--- src/rtl/pid_mc_incr.sv ---
// -----------------------------------------------------------------------------
// pid_mc_incr : multi-channel incremental (velocity-form) PID controller
//
// Per channel c, on every accepted sample:
//   e(n) = r - y
//   u(n) = u(n-1) + k0*e(n) + k1*e(n-1) + k2*e(n-2)
// The coefficients k0/k1/k2 are precomputed by software from kp/ki/kd.
// NCH channels share one 3-stage pipeline; one sample may enter per cycle,
// in any channel order, and results leave exactly 3 cycles later.
//
// Optional feature (compile-time macro PID_MC_CLAMP_EN):
//   defined   : u(n) clamped to [-L,+L] per channel, o_sat flags a clamp and
//               the clamped value is what gets stored as u(n-1) (anti-windup).
//   undefined : u(n) wraps to OW bits, o_sat is tied 0, no L register, and
//               config writes with sel=3 are ignored.
//
// Parameters
//   NCH  number of channels (>=1)
//   DW   signed width of i_rt / i_yt
//   KW   signed width of k0/k1/k2
//   OW   signed width of o_ut and of the stored u(n-1)
//   CW   channel index width, max(1,$clog2(NCH)) (derived)
//
// Ports
//   i_clkp      clock, all state on rising edge
//   i_rst       asynchronous active-high reset
//   i_valid     sample strobe
//   i_ch        channel index of the sample
//   i_rt        signed target
//   i_yt        signed measurement
//   i_cfg_we    config write strobe
//   i_cfg_clr   clear e(n-1), e(n-2) and u(n-1) of channel i_cfg_ch
//   i_cfg_ch    config channel
//   i_cfg_sel   0:k0 1:k1 2:k2 3:limit L
//   i_cfg_data  write data (coefficients use [KW-1:0], L uses all OW bits)
//   o_valid     result strobe
//   o_ch        channel of result
//   o_ut        signed control output u(n)
//   o_sat       u(n) was clamped for this result
//
// Handshake: there is no backpressure. A sample is accepted on every rising
// edge where i_valid=1 and i_ch < NCH; its result is presented with o_valid=1
// for exactly one cycle, 3 cycles later. o_ch/o_ut/o_sat hold their last value
// while o_valid=0. Out-of-range channels (sample or config) are dropped
// without any state change.
// -----------------------------------------------------------------------------
module pid_mc_incr #(
   parameter  int NCH = 4,
   parameter  int DW  = 16,
   parameter  int KW  = 16,
   parameter  int OW  = 32,
   localparam int CW  = (NCH > 1) ? $clog2(NCH) : 1
) (
   input  logic                 i_clkp,
   input  logic                 i_rst,
   input  logic                 i_valid,
   input  logic [CW-1:0]        i_ch,
   input  logic signed [DW-1:0] i_rt,
   input  logic signed [DW-1:0] i_yt,
   input  logic                 i_cfg_we,
   input  logic                 i_cfg_clr,
   input  logic [CW-1:0]        i_cfg_ch,
   input  logic [1:0]           i_cfg_sel,
   input  logic [OW-1:0]        i_cfg_data,
   output logic                 o_valid,
   output logic [CW-1:0]        o_ch,
   output logic signed [OW-1:0] o_ut,
   output logic                 o_sat
);

   // error width: difference of two DW-bit signed values never overflows DW+1
   localparam int EW = DW + 1;
   // product width: EW x KW signed
   localparam int PW = EW + KW;
   // accumulator width: two guard bits over the widest addend so that
   // u(n-1) plus three products never overflows before clamp/wrap
   localparam int SW = ((PW > OW) ? PW : OW) + 2;

   // ---------------------------------------------------------------------------
   // per-channel state
   // ---------------------------------------------------------------------------
   logic signed [EW-1:0] e1_q [NCH];
   logic signed [EW-1:0] e2_q [NCH];
   logic signed [OW-1:0] u_q  [NCH];
   logic signed [KW-1:0] k0_q [NCH];
   logic signed [KW-1:0] k1_q [NCH];
   logic signed [KW-1:0] k2_q [NCH];
`ifdef PID_MC_CLAMP_EN
   logic [OW-1:0]        lim_q [NCH];
`endif

   // ---------------------------------------------------------------------------
   // pipeline registers
   // ---------------------------------------------------------------------------
   logic                 s1_valid;
   logic [CW-1:0]        s1_ch;
   logic signed [EW-1:0] s1_e;
   logic signed [EW-1:0] s1_e1;
   logic signed [EW-1:0] s1_e2;

   logic                 s2_valid;
   logic [CW-1:0]        s2_ch;
   logic signed [PW-1:0] s2_p0;
   logic signed [PW-1:0] s2_p1;
   logic signed [PW-1:0] s2_p2;

   // ---------------------------------------------------------------------------
   // channel decode: one-hot hit vectors. Out-of-range channel indices match
   // no entry, so they are naturally dropped.
   // ---------------------------------------------------------------------------
   logic [NCH-1:0] in_hit;   // sample entering S1 for channel c
   logic [NCH-1:0] clr_hit;  // history/accumulator clear for channel c
   logic [NCH-1:0] we_hit;   // config write for channel c
   logic [NCH-1:0] s3_hit;   // S3 writing back u(n) for channel c

   always_comb begin
      in_hit  = '0;
      clr_hit = '0;
      we_hit  = '0;
      s3_hit  = '0;
      for (int c = 0; c < NCH; c++) begin
         in_hit[c]  = i_valid   && (i_ch     == CW'(c));
         clr_hit[c] = i_cfg_clr && (i_cfg_ch == CW'(c));
         we_hit[c]  = i_cfg_we  && (i_cfg_ch == CW'(c));
         s3_hit[c]  = s2_valid  && (s2_ch    == CW'(c));
      end
   end

   // ---------------------------------------------------------------------------
   // S1: error and history read
   // ---------------------------------------------------------------------------
   logic signed [EW-1:0] e_new;
   logic signed [EW-1:0] e1_rd;
   logic signed [EW-1:0] e2_rd;

   always_comb begin
      e_new = EW'(i_rt) - EW'(i_yt);
      e1_rd = '0;
      e2_rd = '0;
      for (int c = 0; c < NCH; c++) begin
         if (i_ch == CW'(c)) begin
            e1_rd = e1_q[c];
            e2_rd = e2_q[c];
         end
      end
   end

   // ---------------------------------------------------------------------------
   // S2: coefficient read and products
   // Coefficients are read combinationally from the registers, so a config
   // write in the same cycle is only seen by the following sample.
   // ---------------------------------------------------------------------------
   logic signed [KW-1:0] k0_rd;
   logic signed [KW-1:0] k1_rd;
   logic signed [KW-1:0] k2_rd;
   logic signed [PW-1:0] p0_c;
   logic signed [PW-1:0] p1_c;
   logic signed [PW-1:0] p2_c;

   always_comb begin
      k0_rd = '0;
      k1_rd = '0;
      k2_rd = '0;
      for (int c = 0; c < NCH; c++) begin
         if (s1_ch == CW'(c)) begin
            k0_rd = k0_q[c];
            k1_rd = k1_q[c];
            k2_rd = k2_q[c];
         end
      end
      // both operands sign-extended to the full product width first
      p0_c = PW'(s1_e)  * PW'(k0_rd);
      p1_c = PW'(s1_e1) * PW'(k1_rd);
      p2_c = PW'(s1_e2) * PW'(k2_rd);
   end

   // ---------------------------------------------------------------------------
   // S3: accumulate, clamp or wrap
   // u(n-1) is read here (not in S1) so that back-to-back samples of the same
   // channel see the value written on the previous edge, matching serial
   // evaluation without stalls.
   // ---------------------------------------------------------------------------
   logic signed [OW-1:0] u_rd;
   logic signed [SW-1:0] sum_c;
   logic signed [OW-1:0] ut_c;
   logic                 sat_c;

   always_comb begin
      u_rd = '0;
      for (int c = 0; c < NCH; c++) begin
         if (s2_ch == CW'(c)) begin
            u_rd = u_q[c];
         end
      end
      sum_c = SW'(u_rd) + SW'(s2_p0) + SW'(s2_p1) + SW'(s2_p2);
   end

`ifdef PID_MC_CLAMP_EN
   logic [OW-1:0]        lim_rd;
   logic signed [SW-1:0] lim_s;
   logic signed [SW-1:0] res_c;

   always_comb begin
      lim_rd = '0;
      for (int c = 0; c < NCH; c++) begin
         if (s2_ch == CW'(c)) begin
            lim_rd = lim_q[c];
         end
      end
      // L is an unsigned magnitude: zero-extend before treating as signed
      lim_s = $signed(SW'(lim_rd));
      res_c = sum_c;
      sat_c = 1'b0;
      if (sum_c > lim_s) begin
         res_c = lim_s;
         sat_c = 1'b1;
      end else if (sum_c < -lim_s) begin
         res_c = -lim_s;
         sat_c = 1'b1;
      end
      ut_c = res_c[OW-1:0];
   end
`else
   logic [SW-OW-1:0] sum_unused;

   always_comb begin
      // plain two's-complement wrap to the output width
      ut_c       = sum_c[OW-1:0];
      sat_c      = 1'b0;
      sum_unused = sum_c[SW-1:OW];
   end
`endif

   // ---------------------------------------------------------------------------
   // per-channel state update
   // A clear wins over an S1 history shift or S3 write-back of the same
   // channel in the same cycle; samples already in flight keep what they read.
   // ---------------------------------------------------------------------------
   always_ff @(posedge i_clkp or posedge i_rst) begin
      if (i_rst) begin
         for (int c = 0; c < NCH; c++) begin
            e1_q[c] <= '0;
            e2_q[c] <= '0;
            u_q[c]  <= '0;
            k0_q[c] <= '0;
            k1_q[c] <= '0;
            k2_q[c] <= '0;
`ifdef PID_MC_CLAMP_EN
            lim_q[c] <= {1'b0, {(OW-1){1'b1}}};
`endif
         end
      end else begin
         for (int c = 0; c < NCH; c++) begin
            if (clr_hit[c]) begin
               e1_q[c] <= '0;
               e2_q[c] <= '0;
            end else if (in_hit[c]) begin
               e2_q[c] <= e1_q[c];
               e1_q[c] <= e_new;
            end

            if (clr_hit[c]) begin
               u_q[c] <= '0;
            end else if (s3_hit[c]) begin
               u_q[c] <= ut_c;
            end

            if (we_hit[c]) begin
               case (i_cfg_sel)
                  2'd0:    k0_q[c] <= i_cfg_data[KW-1:0];
                  2'd1:    k1_q[c] <= i_cfg_data[KW-1:0];
                  2'd2:    k2_q[c] <= i_cfg_data[KW-1:0];
`ifdef PID_MC_CLAMP_EN
                  default: lim_q[c] <= i_cfg_data;
`else
                  default: ; // no limit register in the wrapping build
`endif
               endcase
            end
         end
      end
   end

`ifndef PID_MC_CLAMP_EN
   // upper config bits only feed the limit register, absent in this build
   generate
      if (OW > KW) begin : g_cfg_unused
         logic cfg_unused;
         assign cfg_unused = ^i_cfg_data[OW-1:KW];
      end
   endgenerate
`endif

   // ---------------------------------------------------------------------------
   // pipeline and output registers
   // ---------------------------------------------------------------------------
   always_ff @(posedge i_clkp or posedge i_rst) begin
      if (i_rst) begin
         s1_valid <= 1'b0;
         s1_ch    <= '0;
         s1_e     <= '0;
         s1_e1    <= '0;
         s1_e2    <= '0;
         s2_valid <= 1'b0;
         s2_ch    <= '0;
         s2_p0    <= '0;
         s2_p1    <= '0;
         s2_p2    <= '0;
         o_valid  <= 1'b0;
         o_ch     <= '0;
         o_ut     <= '0;
      end else begin
         // S1 -> S2
         s1_valid <= |in_hit;
         s1_ch    <= i_ch;
         s1_e     <= e_new;
         s1_e1    <= e1_rd;
         s1_e2    <= e2_rd;
         // S2 -> S3
         s2_valid <= s1_valid;
         s2_ch    <= s1_ch;
         s2_p0    <= p0_c;
         s2_p1    <= p1_c;
         s2_p2    <= p2_c;
         // S3 -> outputs; payload held while no result is produced
         o_valid  <= s2_valid;
         if (s2_valid) begin
            o_ch <= s2_ch;
            o_ut <= ut_c;
         end
      end
   end

`ifdef PID_MC_CLAMP_EN
   always_ff @(posedge i_clkp or posedge i_rst) begin
      if (i_rst) begin
         o_sat <= 1'b0;
      end else if (s2_valid) begin
         o_sat <= sat_c;
      end
   end
`else
   assign o_sat = 1'b0;
   logic sat_unused;
   assign sat_unused = sat_c;
`endif

endmodule

--- config.mk ---
export PLATFORM = sky130hd
export DESIGN_NAME = pid_mc_incr
export DESIGN_NICKNAME = d
export VERILOG_FILES = /design/src/rtl/pid_mc_incr.sv
export SDC_FILE = /design/constraint.sdc
export NUM_CORES = 2
export LEC_CHECK = 0
export CORE_MARGIN = 1
export CORE_UTILIZATION = 45
export CTS_BUF_LIST = sky130_fd_sc_hd__clkbuf_4 sky130_fd_sc_hd__clkbuf_8
export DETAILED_ROUTE_END_ITERATION = 6
export GPL_ROUTABILITY_DRIVEN = 0
export HOLD_SLACK_MARGIN = 0.02
export PLACE_DENSITY_LB_ADDON = 0.08
export SYNTH_ARGS = -nofsm -noshare
export SYNTH_HDL_FRONTEND = slang
export SYNTH_SLANG_ARGS = --single-unit
--- constraint.sdc ---
create_clock -name i_clkp -period 35.5 [get_ports i_clkp]
set_clock_uncertainty 0.1 [all_clocks]
set_input_delay 3.55 -clock i_clkp [delete_from_list [all_inputs] [get_ports i_clkp]]
set_output_delay 3.55 -clock i_clkp [all_outputs]
set_load 0.01 [all_outputs]
After elaboration in Yosys (flattened, before gate mapping)
Cells that the tools add are included.
{"block": "word_totals", "regBits": 644, "input_bits": 75, "output_inout_bits": 36}
{"block": "classes", "addsub": 4, "mul": 3, "eq_ne": 14, "n_mux": 48, "n_reduce_logical": 42}
{"op": "$mux 17", "n": 24}
{"op": "$mux 32", "n": 12}
{"op": "$mux 16", "n": 12}
{"op": "$add 32x32->32", "n": 3}
{"op": "$mul 17x16->32", "n": 3}
{"op": "$reduce_and 2->1", "n": 12}
{"op": "$eq 2x2->1 const B", "n": 9}
{"op": "$sub 16x16->17", "n": 1}
{"op": "$logic_and 1x1->1", "n": 16}
{"op": "$reduce_bool 2->1", "n": 8}
{"op": "$eq 2x1->1 const B", "n": 5}
{"op": "$logic_not 2->1", "n": 5}
{"op": "$reduce_or 4->1", "n": 1}

Depth between registers and ports, before layout
{"block": "depth", "ltp_word": 10, "depth_mapped": 29}

Worst setup path before layout
OpenSTA, ideal clock, no wires.
{"block": "synth_timing", "kind": "register to register", "start": "reg s1_ch[0]", "end": "reg s2_p0[30]", "setup_time_ns": 0.080, "arrival_time_ns": 7.740, "path_slack_ns": 27.580, "path_stages_with_launch": 28, "synth_period_minus_slack_ns": 7.920, "path_cell_list": "dfrtp_1 buf_2 buf_2 buf_1 mux4_2 clkbuf_1 and2_1 fa_1 inv_1 fa_1 fa_1 fa_1 inv_1 fa_1 inv_1 fa_1 inv_1 ha_1 clkbuf_1 a21oi_1 o2111ai_1 a221o_2 nor4_4 o31ai_2 a2111o_1 a31o_2 a21oi_2 xnor2_1"}
{"block": "synth_between", "elab_chain_len": 6, "elab_cells_between_ends": 9}
{"element": "start, declared", "line": "96", "source": "logic [CW-1:0] s1_ch;"}
{"element": "start signal, assigned", "line": "315", "source": "s1_ch <= i_ch;"}
{"element": "$logic_not 2->1", "line": "165", "source": "if (s1_ch == CW'(c)) begin"}
{"element": "$mux 16 (3 in series)", "line": "165"}
{"element": "$mux 16 *", "line": "165"}
{"element": "$mul 17x16->32 *", "line": "172", "source": "p0_c = PW'(s1_e) * PW'(k0_rd);"}
{"element": "net p0_c[30]", "line": "156", "source": "logic signed [PW-1:0] p0_c;"}
{"element": "end signal, assigned", "line": "322", "source": "s2_p0 <= p0_c;"}
{"element": "end, declared", "line": "103", "source": "logic signed [PW-1:0] s2_p0;"}
The timed path passes the listed nets; every way through them passes the cells marked *.
A chain may end at the register's enable or synchronous reset.

Worst setup path in the final report
{"block": "layout_timing", "start": "reg s1_ch[0]", "end": "reg s2_p0[29]"}
The elaborated chain is that of the path after synthesis.

==> results list <==
- Clock tree sinks: about 640
- Final design utilization: 0.493
- The flow ran to the end, and the final reports show no timing, DRC or antenna violations.
* Post-route fraction of the period consumed by the critical path: 0.242
- Via count of the first global-routing pass: ~42000
* Number of antenna violations at the first check in global routing: 11
- Among all cell types in the netlist, the one instantiated most often is sky130_fd_sc_hd__inv_1.
* Class of the worst hold path: flop to flop
- Setup violations remaining at the end of the flow were counted as 0.
* Overflow after GRT: 0
* Total cell area at the placement stage: about 61000 um^2
- Post-synthesis to final-layout area growth: 8.69%
- Across the run, the number of max-cap violations was 0.
* Std-Cell Core Area: between 100000 and 150000 um^2
- After clock tree synthesis, the flow added hold-fix buffers numbering 0.
- The cell that appears most often on the critical path is sky130_fd_sc_hd__fa_1.
- DRC violation count after routing: 0
* Number of slew-limit violations in the final report: 0
- Resized Gates After CTS: 0
* Post-synthesis register bit count: between 600 and 700
- Final number of hold-violating endpoints: 0
- In the synthesized netlist the async set-or-reset flop fraction comes to 1.00.
- Final ANT Viol Nets: 0
- Post-CTS timing repair inserted 0 buffers for setup.
- Total clock buffers created by CTS: around 120
- Number of enable flip-flop cells after synthesis: 0
- After synthesis the cells add up to roughly 60000 um^2.
- In the post-synthesis netlist, the biggest area contributors are sky130_fd_sc_hd__fa_1 30%, sky130_fd_sc_hd__dfrtp_1 27%, sky130_fd_sc_hd__ha_1 6.2%, sky130_fd_sc_hd__inv_1 6.2%, sky130_fd_sc_hd__nand2_1 5.3%.
* Count of mapped cells out of synthesis: between 5000 and 6000
- The die is around 360 um wide.
- For this configuration, the core starts out at a cell density of 0.454.
- The number of different library cells used by synthesis comes to 67.
- TritonCTS built the clock tree.
- Count of synthesis-stage warnings from yosys: 0
- First-pass iteration count of the detailed router: 7
- For the pin with the worst max-slew slack, the measured transition is 1.06 ns.
- Among all stages on the critical path, the largest delay is contributed by sky130_fd_sc_hd__mux4_2.
- Worst path max stage delay: 0.86 ns
* Unrepaired setup endpoints after global routing: no
- The worst pin sits at a relative slew slack of 0.289.
- Required time of the critical path: approximately 36 ns
- Summing all non-filler instances in the final layout gives an area of between 60000 and 70000 um^2.
- The initialized floorplan defines around 130 standard-cell rows.
- The share of synthesized area in the top cell type comes to 0.297.
* Largest net degree at the start of global routing: 161
- The biggest area contributor in the post-synthesis netlist is sky130_fd_sc_hd__fa_1.
- The tree is rooted in a sky130_fd_sc_hd__clkbuf_8.
- Post-CTS clock slew at the launch and capture registers of the worst setup and hold paths: approximately 0.060 ns
- H-tree levels: 3
* Vias post-DR: 39220
- Largest driver fanout on the critical path: 41
- At the worst endpoint, the arrival time is approximately 9.2 ns.
- In the global route stage, overall resource usage came out at 0.251.
- A synthesized cell averages ~10 um^2.
* DP Worst Slack: 26.80 ns
- Proportion of layout cells with a drive suffix above 1: 0.111
- After detailed routing, the total wire length is 158 mm.
- Die height: approximately 360 um
- The critical path in this run is classified as flop to flop.
* Die area: 132000 um^2
- Nature of the critical path endpoint: flop
- Synthesized netlist net count: 6885
* Most instantiated cells after synthesis: 966 x sky130_fd_sc_hd__inv_1, 873 x sky130_fd_sc_hd__fa_1, 825 x sky130_fd_sc_hd__nand2_1, 644 x sky130_fd_sc_hd__dfrtp_1, 382 x sky130_fd_sc_hd__and2_1
* Largest buffer count on any clock path: 3
- The first routing iteration left approximately 2300 violations.
* Post-DP HPWL: 117 mm
* DR WL/cell: between 20 and 25 um
- Sort of element at the start of the critical path: flop
* Count of pins on the block boundary: roughly 110
* Clock latency on the worst-skew pair: around 0.81 ns
- Highest clock frequency the design can meet: 0.117 GHz
* Wire length of the first global-routing pass: between 200 and 300 mm
- Critical path cell sequence: buf_4 -> mux4_2 -> nand2_1 -> fa_1 -> fa_1 -> fa_1 -> fa_1 -> inv_1 -> fa_1 -> inv_1 -> fa_1 -> inv_1 -> ha_1 -> a211oi_1 -> nand2_1 -> a211oi_1 -> a31oi_1 -> or4_1 -> a31oi_1 -> nor2b_1 -> o21ai_0 -> nor2b_1 -> xnor2_1
- Most used flip-flop cell after synthesis: sky130_fd_sc_hd__dfrtp_1
- Number of vias per cell: 5.24
- Setup slack closes at between 20 and 30 ns.
* Final period demand of the worst path: 8.58 ns
* Aggregate negative setup slack: 0 ns
- Layout net count: ~7000
* PortBufs: 93
- Of the synthesized area, sequential elements account for 0.274.
-- through the flow --
stage / hold slack (ns) / instances
after floorplan: 0.231 / 5644
after global placement: 0.235 / 7277
after detailed placement: 0.239 / 7277
after CTS: 0.252 / 7481
after global routing: 0.280 / 7483
final: 0.249 / 7487
-- flip-flops by register name (all words and copies together) (netlist names), 32 cells and up --
name / count
k1_q: 64
k2_q: 64
o_ut: 32
e2_q: 68
s2_p1: 32
u_q: 128
s2_p0: 32
e1_q: 68
k0_q: 64
s2_p2: 32
-- path summary, 6_finish.rpt --
kind	start	to	slack [ns]	cells after the start
worst max-delay path	s1_ch[0]$_DFF_PP0_	s2_p0[29]$_DFF_PP0_	26.92	23
worst min-delay path	s1_valid$_DFF_PP0_	s2_valid$_DFF_PP0_	0.25	0
worst max register to register	s1_ch[0]$_DFF_PP0_	s2_p0[29]$_DFF_PP0_	26.92	23
worst min register to register	s1_valid$_DFF_PP0_	s2_valid$_DFF_PP0_	0.25	0
max in group asynchronous	i_rst	k1_q[12]$_DFFE_PP0P_	28.97	5
min in group asynchronous	i_rst	s2_valid$_DFF_PP0_	3.16	2
-- placed cells by master (no fill, tap or decap), drive strengths merged, types with 118 or more instances in the layout --
| cell type | synthesis | layout |
|---|---|---|
| a21oi | 316 | 316 |
| and2 | 382 | 382 |
| clkbuf | 211 | 182 |
| dfrtp | 644 | 644 |
| fa | 873 | 873 |
| ha | 293 | 293 |
| inv | 966 | 970 |
| mux2 | 221 | 221 |
| nand2 | 825 | 825 |
| nor2 | 168 | 168 |
| xnor2 | 118 | 118 |
-- critical path: cells and delay by family (launching register included) --
family | cells | cell delay (ns)
xor gates and xnor gates | 1 | 0.13
DFF | 1 | 0.62
buffers and inverters | 4 | 0.89
adders and majority gates | 7 | 3.36
AOI/OAI and AO/OA | 5 | 1.39
and+or+nand+nor | 5 | 1.09
muxes | 1 | 0.86
-- cell type report --
| class | instances | area (um^2) |
|---|---|---|
| flip-flops and latches | 644 | 16100 |
| well taps | 1742 | 2180 |
| repair buffers | 141 | 1290 |
| multi-input cells | 3784 | 38200 |
| diodes | 6 | 15.0 |
| clock inverters | 22 | 303 |
| fillers | 12126 | 65700 |
| inverters | 966 | 3630 |
| clock buffers | 182 | 2220 |
-- routing by layer --
metal / up-vias / track usage / part of all wire
li1: 17598 / - / -
met5: - / 0 / 0.000076
met4: 2 / 0.0673 / 0.026
met3: 207 / 0.0383 / 0.048
met1: 20641 / 0.344 / 0.44
met2: 772 / 0.416 / 0.48
-- cell families (layout without fill, tap and decap cells) --
family / count (synthesis) / count (layout) / synth area share
compound gates: 583 / 583 / 0.0588
xor+xnor: 162 / 162 / 0.0241
fa+ha+maj: 1166 / 1166 / 0.359
buf+inv: 1216 / 1311 / 0.0777
flops: 644 / 644 / 0.274
mux: 338 / 338 / 0.0858
other cells: 1 / 7 / 0.0000637
simple gates: 1534 / 1534 / 0.120
Power is not shown: default switching activity piles up to over one toggle a cycle in this logic, so the estimate is an artifact.
